==> config.mk <==
export PLATFORM = sky130hd
export DESIGN_NAME = pipe_stage_hs
export DESIGN_NICKNAME = d
export VERILOG_FILES = /design/src/rtl/pipe_stage_hs.sv
export SDC_FILE = /design/constraint.sdc
export NUM_CORES = 1
export LEC_CHECK = 0
export ABC_AREA = 1
export ABC_CLOCK_PERIOD_IN_PS = 1700
export CORE_MARGIN = 2
export CORE_UTILIZATION = 30
export DETAILED_ROUTE_END_ITERATION = 16
export PLACE_DENSITY = 0.64
export SYNTH_ARGS = -nofsm -noshare
export SYNTH_HDL_FRONTEND = slang
export SYNTH_SLANG_ARGS = --single-unit
==> constraint.sdc <==
create_clock -name clk -period 1.7 [get_ports clk]
set_clock_uncertainty 0.2 [all_clocks]
set_input_delay 0.34 -clock clk [delete_from_list [all_inputs] [get_ports clk]]
set_output_delay 0.34 -clock clk [all_outputs]
set_load 0.03 [all_outputs]
==> src/rtl/pipe_stage_hs.sv <==
// Elastic valid/ready pipeline register with optional 2-entry skid buffer, flush-to-bubble and stall counter.
// Latency: 1 cycle from input transfer to out_valid/out_data (both driven straight from flops).
// Backpressure: SKID=1 uses a registered in_ready (!skid_full) so out_ready has no comb path; SKID=0 in_ready = !full || out_ready.
module pipe_stage_hs #(
   parameter int unsigned        DATA_W = 32,
   parameter logic [DATA_W-1:0]  BUBBLE = '0,
   parameter bit                 SKID   = 1'b1,
   parameter int unsigned        CNT_W  = 16
) (
   input  logic              clk,
   input  logic              rst,
   input  logic              flush,
   input  logic              in_valid,
   output logic              in_ready,
   input  logic [DATA_W-1:0] in_data,
   output logic              out_valid,
   input  logic              out_ready,
   output logic [DATA_W-1:0] out_data,
   output logic [CNT_W-1:0]  stall_cnt
);

   // main entry (M) drives the outputs; skid entry (S) only fills behind a stalled M
   logic              m_vld_q, m_vld_d;
   logic [DATA_W-1:0] m_dat_q, m_dat_d;
   logic              s_vld_q, s_vld_d;
   logic [DATA_W-1:0] s_dat_q, s_dat_d;
   logic [CNT_W-1:0]  stall_cnt_q, stall_cnt_d;
   logic              in_xfer;
   logic              out_xfer;

   // Acceptance: blocked during reset and flush; otherwise depends on skid configuration
   always_comb begin
      in_ready = 1'b0;
      if (!rst && !flush) begin
         if (SKID) begin
            in_ready = !s_vld_q;
         end else begin
            in_ready = !m_vld_q || out_ready;
         end
      end
   end

   assign in_xfer  = in_valid && in_ready;
   assign out_xfer = m_vld_q && out_ready;

   // Entry update: flush wins; M refills from S first (order), then from input; S catches input behind a stalled M
   always_comb begin
      m_vld_d = m_vld_q;
      m_dat_d = m_dat_q;
      s_vld_d = s_vld_q;
      s_dat_d = s_dat_q;
      if (flush) begin
         m_vld_d = 1'b0;
         m_dat_d = BUBBLE;
         s_vld_d = 1'b0;
      end else if (out_xfer || !m_vld_q) begin
         if (s_vld_q) begin
            m_vld_d = 1'b1;
            m_dat_d = s_dat_q;
            s_vld_d = 1'b0;
         end else if (in_xfer) begin
            m_vld_d = 1'b1;
            m_dat_d = in_data;
         end else begin
            m_vld_d = 1'b0;
            m_dat_d = BUBBLE;
         end
      end else if (in_xfer) begin
         s_vld_d = 1'b1;
         s_dat_d = in_data;
      end
   end

   // Saturating count of cycles where the consumer refuses a valid payload; flush leaves it alone
   always_comb begin
      stall_cnt_d = stall_cnt_q;
      if (m_vld_q && !out_ready && (stall_cnt_q != {CNT_W{1'b1}})) begin
         stall_cnt_d = stall_cnt_q + CNT_W'(1);
      end
   end

   // State registers; reset discards held payloads exactly like flush and also clears the counter
   always_ff @(posedge clk) begin
      if (rst) begin
         m_vld_q     <= 1'b0;
         m_dat_q     <= BUBBLE;
         s_vld_q     <= 1'b0;
         s_dat_q     <= '0;
         stall_cnt_q <= '0;
      end else begin
         m_vld_q     <= m_vld_d;
         m_dat_q     <= m_dat_d;
         s_vld_q     <= s_vld_d;
         s_dat_q     <= s_dat_d;
         stall_cnt_q <= stall_cnt_d;
      end
   end

   assign out_valid = m_vld_q;
   assign out_data  = m_dat_q;
   assign stall_cnt = stall_cnt_q;

endmodule

==> Flow_metrics.wiki <==
{| class="wikitable"
! Metric !! Value
|-
| Slew Limit Fails || 0
|-
| Via count of the first global-routing pass || 3251
|-
| Initial drt markers || 138
|-
| Initial antenna violation count || 0
|-
| Core Region || 11400 sq um
|-
| Post-detailed-route count of antenna-violating nets || 0
|-
| I/O Pins || 87
|-
| Final net count || 619
|-
| Unrepaired setup endpoints after global routing || yes
|-
| Kind of cell with the highest combined delay on the critical path || flip-flops
|-
| Final global-route overflow total || 0
|-
| Routability congestion estimate || 0.855
|-
| Width of the chip || 112 um
|-
| Power share of the combinational group || 8.2%
|-
| Global-route wire length before repair || 15000 um
|-
| Unique cell type count in the Yosys netlist || 18
|-
| Number of synthesized register bits || 82
|-
| Clock tree from TritonCTS || yes
|-
| Number of buffers on the longest clock path || 2
|-
| Core utilization of the finished layout || 43.6%
|-
| Cell with the largest stage delay on the worst path || sky130_fd_sc_hd__dfxtp_1
|-
| Fraction of layout cells with a size suffix above 1 || 13.8%
|-
| Critical Path Sink || stall_cnt[4]
|-
| Setup slack of the most critical reg-to-reg path || 120 ps
|-
| Switching Fraction || 21.7%
|-
| Crit path launch || stall_cnt[4]$_SDFFE_PP0P_
|-
| Root cell of the clock tree || sky130_fd_sc_hd__clkbuf_16
|-
| Final period utilization || 97.0%
|-
| Clock sinks || 82
|-
| Final HPWL DP || 6490 um
|-
| Worst path required time || 1160 ps
|-
| Number of vias per cell after detailed routing || 4.79
|-
| Reg clk slew, reported paths || 60 ps
|-
| Fraction of power consumed by sequential logic || 44.1%
|-
| Final setup violation count || 0
|-
| Stages on the worst setup path || 1
|-
| Syn Area/Cell || 7.21 sq um
|-
| Port buffer count || 86
|-
| Inserted Diodes || 0
|-
| End of the worst register-to-register path || stall_cnt[1]$_SDFFE_PP0P_
|-
| Core Rows || 39
|-
| Routed WL || 9150 um
|-
| Number of buffers inserted during clock tree synthesis || 9
|-
| Power per unit of standard cell area || 895 nW/um^2
|-
| Arrival time of data at the critical path endpoint || 1110 ps
|-
| CTS H-tree lvls || 3
|-
| Kind of critical path || register to output port
|-
| Worst hold path type || register to register
|-
| VDD IR-drop max || 573 uV
|-
| Critical-path cell list || clkdlybuf4s15_1
|-
| Final Hold Fails || 0
|-
| Number of nets produced by synthesis || 520
|-
| Die Y-Extent || 112 um
|-
| Final worst-path setup slack || 51.4 ps
|-
| WL per Instance || 12.6 um
|-
| Global-route usage over all layers || 14.6%
|-
| Worst slew pin tran || 327 ps
|-
| Result of the run || completed
|-
| Int Power || 3.48 mW
|-
| Net switching power figure || 0.961 mW
|-
| Startpoint kind of the worst setup timing path || register
|-
| Synthesized netlist cell count || 482
|-
| Area grow syn2layout || 42.7%
|-
| CP max stage delay || 390 ps
|-
| Remaining DRCs || 0
|-
| Clk network pwr share || 47.8%
|-
| Die Area || 12500 sq um
|-
| Clock period minus worst slack || 1650 ps
|-
| Buffers and inverters on the worst path || 1
|-
| Initial core utilization || 30.6%
|-
| Leakage || 1.94 nW
|-
| Pin count of the biggest net entering global routing || 33
|-
| Share of the yosys chip area belonging to registers || 47.2%
|-
| Synth Cell Area || 3470 sq um
|-
| Detailed-routing iteration count for the pre-antenna-repair pass || 4
|-
| Relative slew margins || 78.2%
|-
| Worst Setup Slack post-DPL || -407 ps
|-
| Maximum fanout encountered on the critical timing path || 5
|-
| Hold-fix buffer count after cts || 0
|-
| Number of maximum-capacitance constraint violations || 0
|-
| Capturing element type of the critical path || output port
|-
| Via count || 3486
|-
| Startpoint of the lowest-slack register-to-register path || stall_cnt[1]$_SDFFE_PP0P_
|-
| Count of warnings emitted by yosys || 0
|-
| Worst-Skew Late Latency || 330 ps
|-
| Max Freq || 0.607 GHz
|-
| FF-to-FF path depth || 9
|}
placed cells by master (no fill, tap or decap), types with 4 or more instances in the layout:
| cell | count |
|---|---|
| sky130_fd_sc_hd__dlygate4sd2_1 | 42 |
| sky130_fd_sc_hd__o21ai_0 | 35 |
| sky130_fd_sc_hd__nand3_1 | 48 |
| sky130_fd_sc_hd__nor2_1 | 40 |
| sky130_fd_sc_hd__buf_6 | 4 |
| sky130_fd_sc_hd__nand2_1 | 106 |
| sky130_fd_sc_hd__inv_1 | 12 |
| sky130_fd_sc_hd__nor2_2 | 7 |
| sky130_fd_sc_hd__clkdlybuf4s50_1 | 34 |
| sky130_fd_sc_hd__buf_4 | 32 |
| sky130_fd_sc_hd__clkbuf_16 | 10 |
| sky130_fd_sc_hd__dfxtp_1 | 77 |
| sky130_fd_sc_hd__a21oi_1 | 104 |
| sky130_fd_sc_hd__clkbuf_2 | 4 |
Yosys cell counts (all sizes together):
cell / count / area [sq um]
nand2: 109 / 414
a21oi: 104 / 521
dfxtp: 82 / 1640
nor2: 50 / 188
nand3: 48 / 240
o21ai: 35 / 175
clkbuf: 20 / 75.1
buf: 14 / 110
inv: 14 / 52.6
nand4: 2 / 18.8
clkinv: 1 / 8.76
ha: 1 / 12.5
nor3: 1 / 5.00
nor3b: 1 / 12.5
worst min path at each step:
stage                                         from                  endpoint  slack, ps  depth (start not counted)
after floorplan            s_dat_q[0]$_SDFFE_PP0P_   s_dat_q[0]$_SDFFE_PP0P_        240                          2
after global placement    s_dat_q[25]$_SDFFE_PP0P_  s_dat_q[25]$_SDFFE_PP0P_        250                          2
after detailed placement   s_dat_q[9]$_SDFFE_PP0P_   s_dat_q[9]$_SDFFE_PP0P_        250                          2
after CTS                 s_dat_q[25]$_SDFFE_PP0P_  s_dat_q[25]$_SDFFE_PP0P_        260                          2
after global routing      s_dat_q[23]$_SDFFE_PP0P_  s_dat_q[23]$_SDFFE_PP0P_        280                          2
final                     s_dat_q[25]$_SDFFE_PP0P_  s_dat_q[25]$_SDFFE_PP0P_        260                          2
sequential cells by signal, indices dropped and copies added (netlist names):
name,cells
out_valid,1
s_vld_q,1
stall_cnt,16
out_data,32
s_dat_q,32
timing repair:
item                                    CTS  global route
gates resized for setup                  58            22
pin swaps                                 3             0
gates cloned                              0             1
endpoints found under the setup margin   67            32
setup buffers                             3             0
stage by stage:
step / TNS, ps / power [mW] / hold WS [ps] / cells / instance area, sq um
after floorplan: 0 / 2.17 / 238 / 482 / 3490
after global placement: -22710 / 2.36 / 250 / 709 / 4610
after detailed placement: -24300 / 2.37 / 253 / 709 / 4610
after CTS: 0 / 4.49 / 263 / 727 / 4930
after global routing: -38.8 / 4.61 / 278 / 728 / 4960
final: 0 / 4.44 / 261 / 728 / 4960
routing by layer:
metal	track usage (%)	wire, um	vias to the layer above
met1	18.2	4230	1593
met2	24.8	4440	82
met4	5.27	123	0
met5	0	0	-
met3	3.16	363	9
li1	-	-	1802
power by group through the flow:
stage,logic (mW),registers [mW],clock network [mW]
3_3_place_gp,0.366,2.00,0
4_1_cts,0.365,1.95,2.17
5_1_grt,0.400,1.96,2.25
2_1_floorplan,0.139,2.03,0
3_5_place_dp,0.368,2.00,0
6_report,0.364,1.95,2.12
area by class of cell:
cell class | count | area [sq um]
well taps | 143 | 179
repair buffers | 122 | 1090
fillers | 1145 | 6410
clock buffers | 11 | 254
flip-flops and latches | 82 | 1650
clock inverters | 4 | 73.8
inverters | 15 | 65.1
multi-input cells | 351 | 1640
kinds of logic after synthesis:
| logic type | after synthesis | synth area share [%] |
|---|---|---|
| and+or+nand+nor | 211 | 25.3 |
| AOI/OAI and AO/OA | 139 | 20.0 |
| DFF | 82 | 47.2 |
| buffers and inverters | 49 | 7.09 |
| adders and majority gates | 1 | 0.360 |
Power figures use the tool's default switching activity.
